<file path="src/rtl/reset_sequencer.sv">
// Multi-source reset controller: synchronises, debounces and qualifies reset requests and PLL lock,
// stretches sys_reset after the last trigger, and keeps a sticky cause mask and a saturating event count.
module reset_sequencer #(
    parameter int                N_SRC           = 2,
    parameter int                DEBOUNCE_CYCLES = 4,
    parameter int                STRETCH_CYCLES  = 255,
    parameter logic [N_SRC-1:0]  ACTIVE_LOW      = {N_SRC{1'b0}},
    parameter logic [N_SRC-1:0]  EDGE_MODE       = {N_SRC{1'b0}},
    parameter int                CNT_W           = 8
) (
    input  logic               clk,
    input  logic               reset,
    input  logic               pll_locked,
    input  logic [N_SRC-1:0]   rst_req_in,
    input  logic               cause_clear,
    output logic               sys_reset,
    output logic [N_SRC:0]     reset_cause,
    output logic [CNT_W-1:0]   reset_count,
    output logic [1:0]         state
);

    localparam logic [1:0] LOCKWAIT = 2'd0;
    localparam logic [1:0] STRETCH  = 2'd1;
    localparam logic [1:0] RUN      = 2'd2;

    localparam int DW = $clog2(DEBOUNCE_CYCLES + 1);
    localparam int SW = $clog2(STRETCH_CYCLES + 1);
    localparam logic [DW-1:0] DEB_MAX      = DW'(DEBOUNCE_CYCLES);
    localparam logic [SW-1:0] STRETCH_LAST = SW'(STRETCH_CYCLES - 1);

    logic [N_SRC-1:0] req_sync1;
    logic [N_SRC-1:0] req_sync2;
    logic [DW-1:0]    deb_cnt [N_SRC];
    logic             pll_sync1;
    logic             pll_sync2;
    logic [SW-1:0]    stretch_cnt;

    logic [N_SRC-1:0] act;
    logic [N_SRC-1:0] qual;
    logic [N_SRC-1:0] trig;
    logic             lock;

    assign act  = req_sync2 ^ ACTIVE_LOW;
    assign lock = pll_sync2;

    // qual is itself a register (counter at max), so a qualified source whose synchronised
    // level has gone inactive is exactly the cycle before qual drops: that is the release pulse.
    always_comb begin
        for (int i = 0; i < N_SRC; i++) begin
            qual[i] = (deb_cnt[i] == DEB_MAX);
            trig[i] = EDGE_MODE[i] ? (qual[i] & ~act[i]) : qual[i];
        end
    end

    logic [1:0]       next_state;
    logic [SW-1:0]    next_stretch;
    logic [N_SRC:0]   cause_set;
    logic             count_inc;

    always_comb begin
        next_state   = state;
        next_stretch = stretch_cnt;
        cause_set    = '0;
        count_inc    = 1'b0;
        case (state)
            LOCKWAIT: begin
                if (lock) begin
                    next_state   = STRETCH;
                    next_stretch = '0;
                end
            end
            STRETCH: begin
                if (!lock) begin
                    next_state       = LOCKWAIT;
                    cause_set[N_SRC] = 1'b1;
                end else if (|trig) begin
                    next_stretch           = '0;
                    cause_set[N_SRC-1:0]   = trig;
                end else if (stretch_cnt == STRETCH_LAST) begin
                    next_state = RUN;
                end else begin
                    next_stretch = stretch_cnt + 1'b1;
                end
            end
            RUN: begin
                if (!lock) begin
                    next_state = LOCKWAIT;
                    cause_set  = {1'b1, trig};
                    count_inc  = 1'b1;
                end else if (|trig) begin
                    next_state   = STRETCH;
                    next_stretch = '0;
                    cause_set    = {1'b0, trig};
                    count_inc    = 1'b1;
                end
            end
            default: next_state = LOCKWAIT;
        endcase
    end

    always_ff @(posedge clk) begin
        if (reset) begin
            req_sync1   <= ACTIVE_LOW;
            req_sync2   <= ACTIVE_LOW;
            pll_sync1   <= 1'b0;
            pll_sync2   <= 1'b0;
            for (int i = 0; i < N_SRC; i++) deb_cnt[i] <= '0;
            stretch_cnt <= '0;
            state       <= LOCKWAIT;
            sys_reset   <= 1'b1;
            reset_cause <= '0;
            reset_count <= '0;
        end else begin
            req_sync1 <= rst_req_in;
            req_sync2 <= req_sync1;
            pll_sync1 <= pll_locked;
            pll_sync2 <= pll_sync1;
            for (int i = 0; i < N_SRC; i++) begin
                if (!act[i])
                    deb_cnt[i] <= '0;
                else if (deb_cnt[i] != DEB_MAX)
                    deb_cnt[i] <= deb_cnt[i] + 1'b1;
            end
            stretch_cnt <= next_stretch;
            state       <= next_state;
            sys_reset   <= (next_state != RUN);
            // Clear first, then OR in this cycle's causes so a coincident new cause survives.
            reset_cause <= (cause_clear ? '0 : reset_cause) | cause_set;
            if (count_inc && (reset_count != {CNT_W{1'b1}}))
                reset_count <= reset_count + 1'b1;
        end
    end

endmodule

</file>
<file path="config.mk">
export PLATFORM = sky130hd
export DESIGN_NAME = reset_sequencer
export DESIGN_NICKNAME = d
export VERILOG_FILES = /design/src/rtl/reset_sequencer.sv
export SDC_FILE = /design/constraint.sdc
export NUM_CORES = 1
export LEC_CHECK = 0
export CORE_MARGIN = 3
export CORE_UTILIZATION = 30
export DETAILED_ROUTE_END_ITERATION = 8
export PLACE_DENSITY = 0.57
export SYNTH_ARGS = -nofsm -noshare
export SYNTH_HDL_FRONTEND = slang
export SYNTH_SLANG_ARGS = --single-unit
export TNS_END_PERCENT = 30
</file>
<file path="constraint.sdc">
create_clock -name clk -period 2.4 [get_ports clk]
set_clock_uncertainty 0.05 [all_clocks]
set_input_delay 0.24 -clock clk [delete_from_list [all_inputs] [get_ports clk]]
set_output_delay 0.24 -clock clk [all_outputs]
set_load 0.02 [all_outputs]
</file>
==> flow_summary.ini <==
[status]
status = finished, final reports clean

[setup_path]
r2r_cells = 6
startpoint_type = flip-flop
path_class = reg2reg
required_ps = 2560
worstPathArrival_ps = 2330
end_kind = flip-flop
r2r_slack_ps = 230
path_max_fanout = 14

[logic_synthesis]
synth_area_leader_cell = dfxtp_1
synthCells = 189
yosysSeqAreaShare = 0.415
yosysTopAreaCellShare = 0.314
syn_nets = 207
post-synth-top-count-cell = dfxtp_1
synth_edf_count = 6
synth_area_leaders = dfxtp_1 (31%), edfxtp_1 (10%), ha_1 (8.4%), nor2b_1 (4.6%), a21oi_1 (4.2%)
async_flop_share = 0
ys.warnings.count = 0
syn_avg_cell_area_um2 = 9.45
syn-cell-area_um2 = 1790
ys_types = 41
synth_common_cells = dfxtp_1 (28), a21oi_1 (15), inv_1 (15)
ys.flop_type = dfxtp_1
synth-seq-cells = 34

[clocking]
clkTransAtPathRegs_ps = 70
cts_htree_levels = 2
cts_max_path_buffers = 2
numCtsBuffers = 5
cts_resized = 0
cts_setup_buffers = 0
clock_latency_ps = 280
cts_hold_buf = 0
clk_root_buffer_cell = clkbuf_8
clock_sinks = 34
tritoncts = yes

[sta]
finalHoldViolCount = 0
fin_tns_setup_ps = 0
finalMaxSlewViolations = 0
final-setup-viol-count = 0
worst_pin_slew_ps = 524
rsz0062_at_grt = false
relSlewSlack = 0.651
layout_min_cycle_time_ps = 2170
finalCritPeriodShare = 0.903
timing.fmax_mhz = 461

[cells_and_area]
fillers = 556
n_antenna_cell = 0
drive_gt1_frac = 0.0853
ff_latch_area_um2 = 741
design_area_um2 = 2160
fin_nets = 228
multiInputGateArea_um2 = 953
stdcell_count = 283
post-route-util = 0.383
syn2layout_area_growth_pct = 21.0

[power]
power.density_nw_per_um2 = 553
p_total_mw = 1.20
ir_worst_vdd_mv = 0.250
power.leakage_nw = 0.747

[die]
row_count = 27
die_w_um = 83.2
io_pins = 20
initial_core_util = 0.317
die_area_um2 = 6920
core-area_um2 = 5640
chipHeight_um = 83.2

[global_route]
grt_max_degree = 15
grt_usage = 0.104
antenna_found_initial = 0
grt-ovfl-total = 0
grt_pass1_vias = 1302
grt_pass1_wl_um = 6000

[drt]
wl_met1_um = 1710
wl_met3_um = 117
wirelength_um = 3490
wl_per_cell_um = 12.3
wl_met2_um = 1620
drt_iter0_drc = 64
dr.pass1.iters = 4
via_per_inst = 4.97
routed.top_layer = met4
drc = 0
via_count = 1407
postRouteAntennaNets = 0

[min_path]
hold_class = reg2reg
hold_depth = 1

[placement]
gp_congestion = 0.734
dp_cells = 275
dp_hpwl_um = 2570
portBuffers = 19
dpl_cell_area_um2 = 2030

[job]
maxCapViolCount = 0
==> per-stage QoR <==
| step | hold slack, ps | worst slack, ps |
|---|---|---|
| after global placement | 366 | 277 |
| after CTS | 393 | 197 |
| after global routing | 407 | 37.9 |
| final | 390 | 232 |
| after detailed placement | 377 | 213 |
| after floorplan | 318 | 301 |
==> cell families after synthesis <==
family                   Yosys count  synth area share
adder cells (fa/ha/maj)           12            0.0840
buffers and inverters             22            0.0581
flip-flops                        34             0.415
AND/OR/NAND/NOR                   73             0.239
multiplexers                       6            0.0350
AO/OA/AOI/OAI                     41             0.165
XOR/XNOR                           1           0.00490
==> final timing paths <==
check,startpoint,to
max,state[0]$_SDFF_PP0_,stretch_cnt[5]$_SDFFE_PP0P_
min,pll_sync1$_SDFF_PP0_,lock$_SDFF_PP0_
max reg2reg,state[0]$_SDFF_PP0_,stretch_cnt[5]$_SDFFE_PP0P_
min reg2reg,pll_sync1$_SDFF_PP0_,lock$_SDFF_PP0_
==> sequential cells by signal, indices dropped and copies added, names as in the netlist <==
| register | count |
|---|---|
| reset_count | 8 |
| lock | 1 |
| deb_cnt | 6 |
| req_sync1 | 2 |
| reset_cause | 3 |
| act | 2 |
| stretch_cnt | 8 |
| pll_sync1 | 1 |
| sys_reset | 1 |
| state | 2 |
==> worst max-delay path, stage by stage (launching register included) <==
cell,delay [ps]
dfxtp_1,460
inv_1,100
ha_1,320
nor3_4,270
o221ai_4,230
or4_1,520
a21oi_1,140
==> final cells by class <==
type / instances / share of cell area
Clock buffer: 7 / 0.0399
Clock inverter: 1 / 0.0139
Inverter: 15 / 0.0260
Multi-Input combinational cell: 133 / 0.441
Sequential cell: 34 / 0.343
Tap cell: 72 / 0.0417
Timing Repair Buffer: 21 / 0.0949
==> per-layer routing <==
metal | global-route usage | vias to the layer above
met1 | 0.143 | 648
met2 | 0.158 | 21
met3 | 0.0317 | 5
met5 | 0 | -
li1 | - | 733
met4 | 0.0312 | 0
==> cell usage in the layout, fill, tap and decap left out, drive strengths merged, types with 2 or more instances in the layout <==
cell	netlist	final
a21oi	15	15
a22o	2	2
a32oi	2	2
and3	4	4
buf	5	2
clkbuf	2	7
clkdlybuf4s50	0	19
dfxtp	28	28
edfxtp	6	6
ha	12	12
inv	15	15
mux2	2	2
mux2i	4	4
nand2	8	8
nand3	12	12
nand3b	2	2
nand4	2	2
nor2	12	12
nor2b	13	13
nor3	4	4
nor4	2	2
o211ai	3	3
o21ai	5	5
o221ai	3	3
o31ai	6	6
or2	2	2
or3	4	4
or4	6	6
==> power by group <==
group / total, mW / switching (mW) / internal [mW]
registers: 0.593 / 0.00695 / 0.586
logic: 0.0663 / 0.0371 / 0.0293
clock network: 0.536 / 0.198 / 0.338
Note: power is estimated with default switching activity, not from simulation.
